**config.mk**
```make
export PLATFORM = sky130hd
export DESIGN_NAME = tdm_demux_flat
export DESIGN_NICKNAME = d
export VERILOG_FILES = /design/src/rtl/tdm_demux_if.sv /design/src/rtl/tdm_demux.sv /design/src/flat_wrapper.sv
export SDC_FILE = /design/constraint.sdc
export NUM_CORES = 1
export LEC_CHECK = 0
export CAP_MARGIN = 30
export CELL_PAD_IN_SITES_DETAIL_PLACEMENT = 1
export CELL_PAD_IN_SITES_GLOBAL_PLACEMENT = 1
export CORE_MARGIN = 2
export CORE_UTILIZATION = 38
export DETAILED_ROUTE_END_ITERATION = 8
export PLACE_DENSITY_LB_ADDON = 0.1
export SYNTH_ARGS = -nofsm -noshare
export SYNTH_HDL_FRONTEND = slang
export SYNTH_SLANG_ARGS = --single-unit
```
**constraint.sdc**
```tcl
create_clock -name clk -period 2.9 [get_ports clk]
set_input_delay 0.435 -clock clk [delete_from_list [all_inputs] [get_ports clk]]
set_output_delay 0.435 -clock clk [all_outputs]
set_load 0.02 [all_outputs]
```
**src/rtl/tdm_demux_if.sv**
```systemverilog
// Serial-side and frame-side signals of the TDM demultiplexer.
// master: drives the serial stream and observes frames; slave: the demux itself.
interface tdm_demux_if #(
    parameter int unsigned CHANNELS = 4,
    parameter int unsigned WIDTH    = 8
);
    logic                       din;
    logic                       din_valid;
    logic                       sync;
    logic [CHANNELS*WIDTH-1:0]  dout;
    logic                       frame_valid;
    logic                       sync_err;
    logic                       parity_err;

    modport master (
        output din, din_valid, sync,
        input  dout, frame_valid, sync_err, parity_err
    );

    modport slave (
        input  din, din_valid, sync,
        output dout, frame_valid, sync_err, parity_err
    );
endinterface

```
**src/rtl/tdm_demux.sv**
```systemverilog
// Serial TDM demultiplexer: collects CHANNELS slots of WIDTH bits (MSB first)
// after a sync strobe and publishes the whole frame on dout in one step.
// Optional feature macro: TDM_DEMUX_PARITY_EN adds a trailing even-parity
// bit per slot; a frame with any bad slot is dropped and flagged on parity_err.
module tdm_demux #(
    parameter int unsigned CHANNELS = 4,
    parameter int unsigned WIDTH    = 8
) (
    input  logic         clk,
    input  logic         rst_n,
    tdm_demux_if.slave   bus
);

`ifdef TDM_DEMUX_PARITY_EN
    localparam int unsigned PAR = 1;
`else
    localparam int unsigned PAR = 0;
`endif
    localparam int unsigned L  = WIDTH + PAR;
    localparam int unsigned BW = (L > 1) ? $clog2(L) : 1;
    localparam int unsigned SW = $clog2(CHANNELS);
    localparam int unsigned DW = CHANNELS * WIDTH;

    typedef enum logic {StHunt, StRecv} state_t;

    state_t          r_state;
    logic [BW-1:0]   r_bit_cnt;
    logic [SW-1:0]   r_slot_cnt;
    logic [L-1:0]    r_shift;
    logic [DW-1:0]   r_stage;
    logic [DW-1:0]   r_dout;
    logic            r_bad;
    logic            r_frame_valid;
    logic            r_sync_err;
    logic            r_parity_err;

    state_t          w_state_nxt;
    logic [BW-1:0]   w_bit_cnt_nxt;
    logic [SW-1:0]   w_slot_cnt_nxt;
    logic [L-1:0]    w_shift_nxt;
    logic [DW-1:0]   w_stage_nxt;
    logic [DW-1:0]   w_dout_nxt;
    logic            w_bad_nxt;
    logic            w_frame_valid_nxt;
    logic            w_sync_err_nxt;
    logic            w_parity_err_nxt;

    logic            w_take;
    logic            w_fresh;
    logic [BW-1:0]   w_bit_pos;
    logic [SW-1:0]   w_slot_pos;
    logic [L-1:0]    w_shift;
    logic [WIDTH-1:0] w_data;
    logic            w_slot_bad;
    logic            w_slot_end;
    logic            w_last;
    logic            w_bad;
    logic [DW-1:0]   w_frame;

    // Decode the accepted bit's frame position and the slot/frame it completes.
    always_comb begin
        // Any valid sync restarts the frame at bit 0, whether hunting or mid-frame.
        w_fresh    = bus.din_valid & bus.sync;
        w_take     = bus.din_valid & (bus.sync | (r_state == StRecv));
        w_bit_pos  = w_fresh ? '0 : r_bit_cnt;
        w_slot_pos = w_fresh ? '0 : r_slot_cnt;
        w_shift    = ((w_fresh ? '0 : r_shift) << 1) | L'(bus.din);
`ifdef TDM_DEMUX_PARITY_EN
        w_data     = w_shift[L-1:1];
        w_slot_bad = ^w_shift;
`else
        w_data     = w_shift[WIDTH-1:0];
        w_slot_bad = 1'b0;
`endif
        w_slot_end = (w_bit_pos == BW'(L - 1));
        w_last     = w_slot_end && (w_slot_pos == SW'(CHANNELS - 1));
        w_bad      = (w_fresh ? 1'b0 : r_bad) | (w_slot_end & w_slot_bad);
        w_frame    = r_stage;
        w_frame[w_slot_pos*WIDTH +: WIDTH] = w_data;
    end

    // Next-state: counters/shift advance only on accepted bits; pulses default low.
    always_comb begin
        w_state_nxt       = r_state;
        w_bit_cnt_nxt     = r_bit_cnt;
        w_slot_cnt_nxt    = r_slot_cnt;
        w_shift_nxt       = r_shift;
        w_stage_nxt       = r_stage;
        w_dout_nxt        = r_dout;
        w_bad_nxt         = r_bad;
        w_frame_valid_nxt = 1'b0;
        w_sync_err_nxt    = 1'b0;
        w_parity_err_nxt  = 1'b0;
        if (w_take) begin
            w_state_nxt    = StRecv;
            w_shift_nxt    = w_shift;
            w_bad_nxt      = w_bad;
            w_sync_err_nxt = w_fresh && (r_state == StRecv);
            if (w_slot_end) begin
                w_bit_cnt_nxt = '0;
                w_stage_nxt   = w_frame;
                if (w_last) begin
                    w_slot_cnt_nxt = '0;
                    w_state_nxt    = StHunt;
                    if (w_bad) begin
                        w_parity_err_nxt = 1'b1;
                    end else begin
                        w_dout_nxt        = w_frame;
                        w_frame_valid_nxt = 1'b1;
                    end
                end else begin
                    w_slot_cnt_nxt = w_slot_pos + 1'b1;
                end
            end else begin
                w_slot_cnt_nxt = w_slot_pos;
                w_bit_cnt_nxt  = w_bit_pos + 1'b1;
            end
        end
    end

    // State register with synchronous active-low reset.
    always_ff @(posedge clk) begin
        if (!rst_n) begin
            r_state       <= StHunt;
            r_bit_cnt     <= '0;
            r_slot_cnt    <= '0;
            r_shift       <= '0;
            r_stage       <= '0;
            r_dout        <= '0;
            r_bad         <= 1'b0;
            r_frame_valid <= 1'b0;
            r_sync_err    <= 1'b0;
            r_parity_err  <= 1'b0;
        end else begin
            r_state       <= w_state_nxt;
            r_bit_cnt     <= w_bit_cnt_nxt;
            r_slot_cnt    <= w_slot_cnt_nxt;
            r_shift       <= w_shift_nxt;
            r_stage       <= w_stage_nxt;
            r_dout        <= w_dout_nxt;
            r_bad         <= w_bad_nxt;
            r_frame_valid <= w_frame_valid_nxt;
            r_sync_err    <= w_sync_err_nxt;
            r_parity_err  <= w_parity_err_nxt;
        end
    end

    assign bus.dout        = r_dout;
    assign bus.frame_valid = r_frame_valid;
    assign bus.sync_err    = r_sync_err;
    assign bus.parity_err  = r_parity_err;

endmodule

```
**src/flat_wrapper.sv**
```systemverilog
// flat-port wrapper written by rule: the top's interface ports become plain ports
module tdm_demux_flat 
#(
    parameter int unsigned CHANNELS = 4,
    parameter int unsigned WIDTH    = 8
)
  (clk, rst_n, bus_din, bus_din_valid, bus_sync, bus_dout, bus_frame_valid, bus_sync_err, bus_parity_err);
  tdm_demux_if #(.CHANNELS(CHANNELS), .WIDTH(WIDTH)) bus_i ();
  input  logic clk;
  input  logic rst_n;
  input wire logic [$bits(bus_i.din)-1:0] bus_din;
  input wire logic [$bits(bus_i.din_valid)-1:0] bus_din_valid;
  input wire logic [$bits(bus_i.sync)-1:0] bus_sync;
  output wire logic [$bits(bus_i.dout)-1:0] bus_dout;
  output wire logic [$bits(bus_i.frame_valid)-1:0] bus_frame_valid;
  output wire logic [$bits(bus_i.sync_err)-1:0] bus_sync_err;
  output wire logic [$bits(bus_i.parity_err)-1:0] bus_parity_err;
  assign bus_i.din = bus_din;
  assign bus_i.din_valid = bus_din_valid;
  assign bus_i.sync = bus_sync;
  assign bus_dout = bus_i.dout;
  assign bus_frame_valid = bus_i.frame_valid;
  assign bus_sync_err = bus_i.sync_err;
  assign bus_parity_err = bus_i.parity_err;
  tdm_demux #(.CHANNELS(CHANNELS), .WIDTH(WIDTH)) u_core (.clk(clk), .rst_n(rst_n), .bus(bus_i));
endmodule
```
==> results of run 1 <==
layout by cell type, fill, tap and decap left out, drive strengths merged:
cell type      count
dfxtp             73
clkdlybuf4s50     38
nor2b             30
nand2             30
a22oi             23
inv               18
o211a             15
nand3             15
o21ai             15
a21boi            15
o221ai            14
and2              14
buf               14
nor2              13
clkbuf            11
a221oi             8
ha                 7
a21oi              4
and3               4
clkinv             4
mux2i              3
nand2b             2
nand4b             2
or3                1
a31oi              1
a211oi             1
o211ai             1
nand3b             1
nor3               1
nand4              1
nand4bb            1
xnor2              1
o21a               1
and4bb             1
clkinvlp           1
report_power, final:
part           switching, mW  leakage (nW)  total [mW]  internal (mW)
sequential           0.00195         0.588        1.01           1.01
clock                  0.380        0.0891       0.711          0.331
combinational         0.0428         0.838      0.0700         0.0272
total                  0.425          1.52        1.79           1.36
routing by layer:
| metal | vias up | wire [µm] | part of all wire [%] |
|---|---|---|---|
| met4 | 0 | 95 | 1.1 |
| met5 | - | 0 | 0 |
| met1 | 1307 | 4277 | 51 |
| li1 | 1296 | - | - |
| met2 | 38 | 3879 | 46 |
| met3 | 12 | 192 | 2.3 |
cell families after synthesis:
logic type               Yosys count
adder cells (fa/ha/maj)            7
AND/OR/NAND/NOR                  116
multiplexers                       3
buffers and inverters             49
XOR/XNOR                           1
AO/OA/AOI/OAI                     98
flip-flops                        73
worst max path at each step:
stage               startpoint                               end  depth (start not counted)
global route          bus_sync   u_core.r_stage[22]$_SDFFE_PN0P_                          9
finish                bus_sync   u_core.bus.dout[2]$_SDFFE_PN0P_                         10
global placement      bus_sync  u_core.bus.dout[22]$_SDFFE_PN0P_                          9
CTS                   bus_sync   u_core.bus.dout[2]$_SDFFE_PN0P_                         10
detailed placement    bus_sync   u_core.bus.dout[2]$_SDFFE_PN0P_                         10
floorplan             bus_sync  u_core.bus.dout[10]$_SDFFE_PN0P_                         12
cell type report:
type / instances / area share [%]
flip-flops and latches: 73 / 37.80
multi-input cells: 225 / 39.77
clock buffers: 11 / 3.657
well taps: 105 / 3.398
repair buffers: 52 / 12.82
clock inverters: 5 / 0.8091
inverters: 18 / 1.748
worst min-delay path, stage by stage (launching register included):
cell	delay [ps]
dfxtp_1	310
nand2_1	50
a21boi_1	50
through the flow:
| stage | utilization (%) | hold WS [ps] |
|---|---|---|
| after floorplan | - | 441.4 |
| after global placement | 44.95 | 439.3 |
| after detailed placement | 44.95 | 445.5 |
| after CTS | 47.05 | 456.8 |
| after global routing | 47.05 | 470.6 |
| final | 47.05 | 454.5 |
state kept, by name (all words and copies together) (netlist names):
name and cells:
u_core.bus.frame_valid 1, u_core.r_bad 1, u_core.bus.parity_err 1, u_core.bus.sync_err 1
u_core.r_state 1, u_core.r_stage 24, u_core.r_shift 7, u_core.bus.dout 32
u_core.r_bit_cnt 3, u_core.r_slot_cnt 2
==> out/metrics.cfg, run 1 <==
[detailed_routing]
wl_per_cell_um=17.27
ant_nets=0
route.detailed.drc=0
drt_pass1_iterations=4
num_vias=2653
wl_mm=8.444
viasPerCell=5.425
drt_iter0_drc=112

[placement]
pre_cts_slack_ps=242.4
placed_area_mm2=0.003694
gp_congestion=0.8595
place.port_buffers=39
dpl.cell_count=473
detailed_place_hpwl_mm=5.647

[clock_tree]
cts_setup_buffers=0
cts_made_buffers=9
htree_levels=3
clkLatencyLatePin_ps=350
max-clock-path-buffers=2
cts_resized=0
cts_tree=yes
cts-hold-fix-buffers=0
cts_sinks=73
root_buffer=clkbuf_8
clk_pin_slew_ps=80

[hold_path]
hold_path_class=reg2reg
min_from=u_core.bus.dout[25]$_SDFFE_PN0P_
worstHoldPathCells=2
worstHoldEndpoint=u_core.bus.dout[25]$_SDFFE_PN0P_

[grt]
grt_pass1_wl_mm=13.83
grt_max_degree=35
grt_use_total_pct=19.83
top_usage_layer=met2
grt_use_met3_pct=3.915
overflow=0
grt_use_met1_pct=28.41
antenna_found_initial=0
grt_pass1_vias=2652
use_met2_pct=30.15

[final_layout]
drive_gt1_share_pct=10.68
stdcell_count=489
design_area_mm2=0.003866
multi_input_area_mm2=0.001538
regArea_mm2=0.001461
area_growth_pct=20.05
finalNetCount=391
num-fill-cells=952
antenna_cells=0

[floorplanning]
fp.dieArea_mm2=0.009228
row_count=33
io_pins=40
fp.dieW_um=96.06
start_util_pct=39.20
die_h_um=96.06
core_area_mm2=0.008217

[worst_setup_path]
path_buf_inv=2
reg2reg_to=u_core.bus.dout[2]$_SDFFE_PN0P_
crit_path_top_delay_cell=clkdlybuf4s50_1
r2r_cells=8
critPathArrivalTime_ps=2530
path_max_fanout=34
r2r_slack_ps=990
path_cells=clkdlybuf4s50_1, nand2_2, and2_1, ha_1, ha_1, and3_4, o21a_2, buf_12, o221ai_1, o211a_1
required_ps=3140
cp-end-kind=register
setup.worst_path.class=in2reg
crit_family=buffers and inverters
critPathLaunchType=input port
r2r-start=u_core.r_bit_cnt[0]$_SDFFE_PN0N_
slowest_delay_ps=450
crit_top_cell=ha_1

[sta]
max_freq_mhz=437.4
grt_setup_unrepaired=false
maxSlewViolCount=0
setup_viol=0
tightestPinTransition_ps=732.6
slew_headroom_pct=51.15
hold_violations=0
skew_ps=10.88
setup_slack_ps=613.8
setup_tns_ps=0
period_needed_ps=2286
period_share_pct=78.83

[logic_synthesis]
syn_area_mm2=0.003221
synthArstFlopShare_pct=0
yosys.area_share.xor_xnor_pct=0.2720
ys.flop_type=dfxtp_1
syn_avg_cell_area_um2=9.281
synth.area.mux_share_pct=0.9324
ys_seq_area_share_pct=45.38
synth_warnings=0
yosysTopAreaCellShare_pct=45.38
synthSimpleGateAreaFrac_pct=19.93
synth_top_family_by_area=compound AO/OA/AOI/OAI gates
syn_nets=359
yosys-top-cells-area=dfxtp_1 (45%), nor2b_1 (5.8%), a22oi_1 (5.4%), o211a_1 (4.7%), o221ai_1 (3.8%)
ys_ff_latch=73
syn_inst=347
synth-compound-area-share_pct=23.89
synthMostInstantiatedCell=dfxtp_1
yosysTopAreaCell=dfxtp_1
netlist_top_cells_count=dfxtp_1 (73), nor2b_1 (30), nand2_1 (29), a22oi_1 (23)
synth_fa_ha_area_share_pct=2.720
synth_edf_count=0
synth_cell_types=41

[power_and_ir_drop]
ir_worst_vdd_uv=250.5
powerDensity_mw_per_mm2=462.7
finalPower_mw=1.789
leakage_nw=1.516

[outcome]
outcome=finished, final reports clean

[flow_run]
max_cap_viol_count=0

(Power assumes the default switching activity.)
==> run 2, diff against run 1 <==
==> constraint.sdc (replaced) <==
create_clock -name clk -period 2 [get_ports clk]
set_input_delay 0.3 -clock clk [delete_from_list [all_inputs] [get_ports clk]]
set_output_delay 0.3 -clock clk [all_outputs]
set_load 0.02 [all_outputs]
==> out/metrics.cfg, run 2 (synthesis results as in run 1) <==
[worst_setup_path]
critPathArrivalTime_ps=2050
crit_path_end=u_core.bus.dout[21]$_SDFFE_PN0P_
critPathLaunch=u_core.r_slot_cnt[0]$_SDFFE_PN0N_
path_max_fanout=9
r2r-start=u_core.r_slot_cnt[0]$_SDFFE_PN0N_
critPathLaunchType=register
r2r_slack_ps=170
cp-end-kind=register
reg2reg_to=u_core.bus.dout[21]$_SDFFE_PN0P_
setup.worst_path.class=reg2reg
r2r_cells=8
required_ps=2220

[clock_tree]
cts_tree=yes
cts_setup_buffers=0
max-clock-path-buffers=2
clkLatencyLatePin_ps=340
cts_sinks=73
htree_levels=3
cts_made_buffers=9
root_buffer=clkbuf_8
clk_pin_slew_ps=80

[placement]
gp_congestion=0.7840
detailed_place_hpwl_mm=6.459
placed_area_mm2=0.004018
place.port_buffers=39

[sta]
setup_tns_ps=0
grt_setup_unrepaired=false
period_share_pct=91.38
max_freq_mhz=547.2
slew_headroom_pct=57.63
hold_violations=0
skew_ps=5.787
setup_viol=0
tightestPinTransition_ps=635.6
maxSlewViolCount=0
period_needed_ps=1828

[power_and_ir_drop]
leakage_nw=1.769
power.internal_mw=2.324
finalPower_mw=2.955
powerDensity_mw_per_mm2=685.4
switchingPower_uw=630.5
ir_worst_vdd_uv=271.7
clkPwrFrac_pct=46.5
comb_power_share_pct=3.9
p_sw_share_pct=21.34
p_seq_share_pct=49.6

[floorplanning]
core_area_mm2=0.008217
die_h_um=96.06
row_count=33
fp.dieArea_mm2=0.009228
fp.dieW_um=96.06
io_pins=40
start_util_pct=39.20

[final_layout]
antenna_cells=0
final_common_cell=dfxtp_1
largest_reg_flops=32
area_growth_pct=33.88
finalNetCount=428
final_util_pct=52.47
final_cell_mix=dfxtp_1 (73), buf_4 (46), clkdlybuf4s50_1 (36)
design_area_mm2=0.004312
drive_gt1_share_pct=20.76

[detailed_routing]
num_vias=2791
wl_per_cell_um=17.90
wl_mm=9.382
drt_iter0_drc=98
drt_pass1_iterations=4
route.detailed.drc=0
viasPerCell=5.326
ant_nets=0

[grt]
grt_pass1_wl_mm=14.75
grt_use_total_pct=21.45
overflow=0
grt_max_degree=40
grt_pass1_vias=2820
antenna_found_initial=0

[flow_run]
max_cap_viol_count=0

[outcome]
outcome=finished, final reports clean

[hold_path]
hold_path_class=reg2reg

==> run 2: cell types whose count changed in the layout (fill, tap and decap cells not counted), moves of 3 or more <==
| cell | previous run | this run |
|---|---|---|
| ha_1 | 7 | 4 |
| clkinv_2 | 3 | 0 |
| nand2_1 | 29 | 26 |
| bufinv_16 | 0 | 3 |
| buf_4 | 12 | 46 |
==> run 2: stage by stage <==
step / instances / hold WS [ps] / setup WS (ps)
after floorplan: 347 / 441.4 / 8.724
after global placement: 509 / 440.0 / -306.9
after detailed placement: 509 / 447.0 / -375.0
after CTS: 524 / 466.2 / 5.077
after global routing: 524 / 472.2 / 55.35
final: 524 / 457.2 / 172.4
==> run 2: worst max-delay path, cell delays in order (launching register included) <==
cell,delay [ps]
dfxtp_1,410
nand2_1,120
inv_1,90
ha_1,180
and3_4,230
buf_4,140
o21ai_4,100
a221oi_1,350
nor2_1,90
==> run 2: power by group through the flow <==
| stage | clock network, mW | logic [mW] | registers, mW |
|---|---|---|---|
| 4_1_cts | 1.40 | 0.116 | 1.46 |
| 3_3_place_gp | 0 | 0.113 | 1.50 |
| 5_1_grt | 1.46 | 0.126 | 1.47 |
| 6_report | 1.37 | 0.116 | 1.46 |
| 2_1_floorplan | 0 | 0.0792 | 1.50 |
| 3_5_place_dp | 0 | 0.114 | 1.50 |
==> run 2: how the worst min path moves through the flow <==
stage | depth (start not counted) | endpoint | start
final | 2 | u_core.bus.dout[29]$_SDFFE_PN0P_ | u_core.bus.dout[29]$_SDFFE_PN0P_
after floorplan | 2 | u_core.r_stage[8]$_SDFFE_PN0P_ | u_core.r_stage[8]$_SDFFE_PN0P_
after CTS | 2 | u_core.bus.dout[29]$_SDFFE_PN0P_ | u_core.bus.dout[29]$_SDFFE_PN0P_
after global routing | 2 | u_core.bus.dout[26]$_SDFFE_PN0P_ | u_core.bus.dout[26]$_SDFFE_PN0P_
after global placement | 2 | u_core.bus.dout[26]$_SDFFE_PN0P_ | u_core.bus.dout[26]$_SDFFE_PN0P_
after detailed placement | 2 | u_core.bus.dout[28]$_SDFFE_PN0P_ | u_core.bus.dout[28]$_SDFFE_PN0P_
==> run 2: area by class of cell <==
| cell class | instances | area (µm²) |
|---|---|---|
| repair buffers | 88 | 787.0 |
| multi-input cells | 226 | 1634 |
| flip-flops and latches | 73 | 1461 |
| clock buffers | 9 | 123.9 |
| well taps | 105 | 131.4 |
| inverters | 18 | 67.56 |
| fillers | 918 | 3905 |
| clock inverters | 5 | 106.4 |
==> run 2: timing repair <==
action,in CTS,in global routing
pin swaps,0,0
endpoints found under the setup margin,4,51
hold buffers,0,0
gates resized for setup,4,7
gates cloned,1,0
==> run 2: metal layers <==
metal	part of all wire (%)	GRT usage, %	vias to the layer above
met4	2.8	10.95	0
met5	0	0	-
met2	47	32.29	57
met1	47	29.33	1353
met3	3.8	3.759	18
li1	-	-	1363
==> run 3, diff against run 2 <==
--- a/config.mk
+++ b/config.mk
@@ -5,11 +5,12 @@
 export SDC_FILE = /design/constraint.sdc
 export NUM_CORES = 1
 export LEC_CHECK = 0
-export CAP_MARGIN = 30
+export CAP_MARGIN = 10
 export CELL_PAD_IN_SITES_DETAIL_PLACEMENT = 1
 export CELL_PAD_IN_SITES_GLOBAL_PLACEMENT = 1
 export CORE_MARGIN = 2
 export CORE_UTILIZATION = 38
+export CTS_BUF_LIST = sky130_fd_sc_hd__clkbuf_8
 export DETAILED_ROUTE_END_ITERATION = 8
 export PLACE_DENSITY_LB_ADDON = 0.1
 export SYNTH_ARGS = -nofsm -noshare
==> results of run 3 <==
Final layout, timing and power as in run 2 (identical DEF).
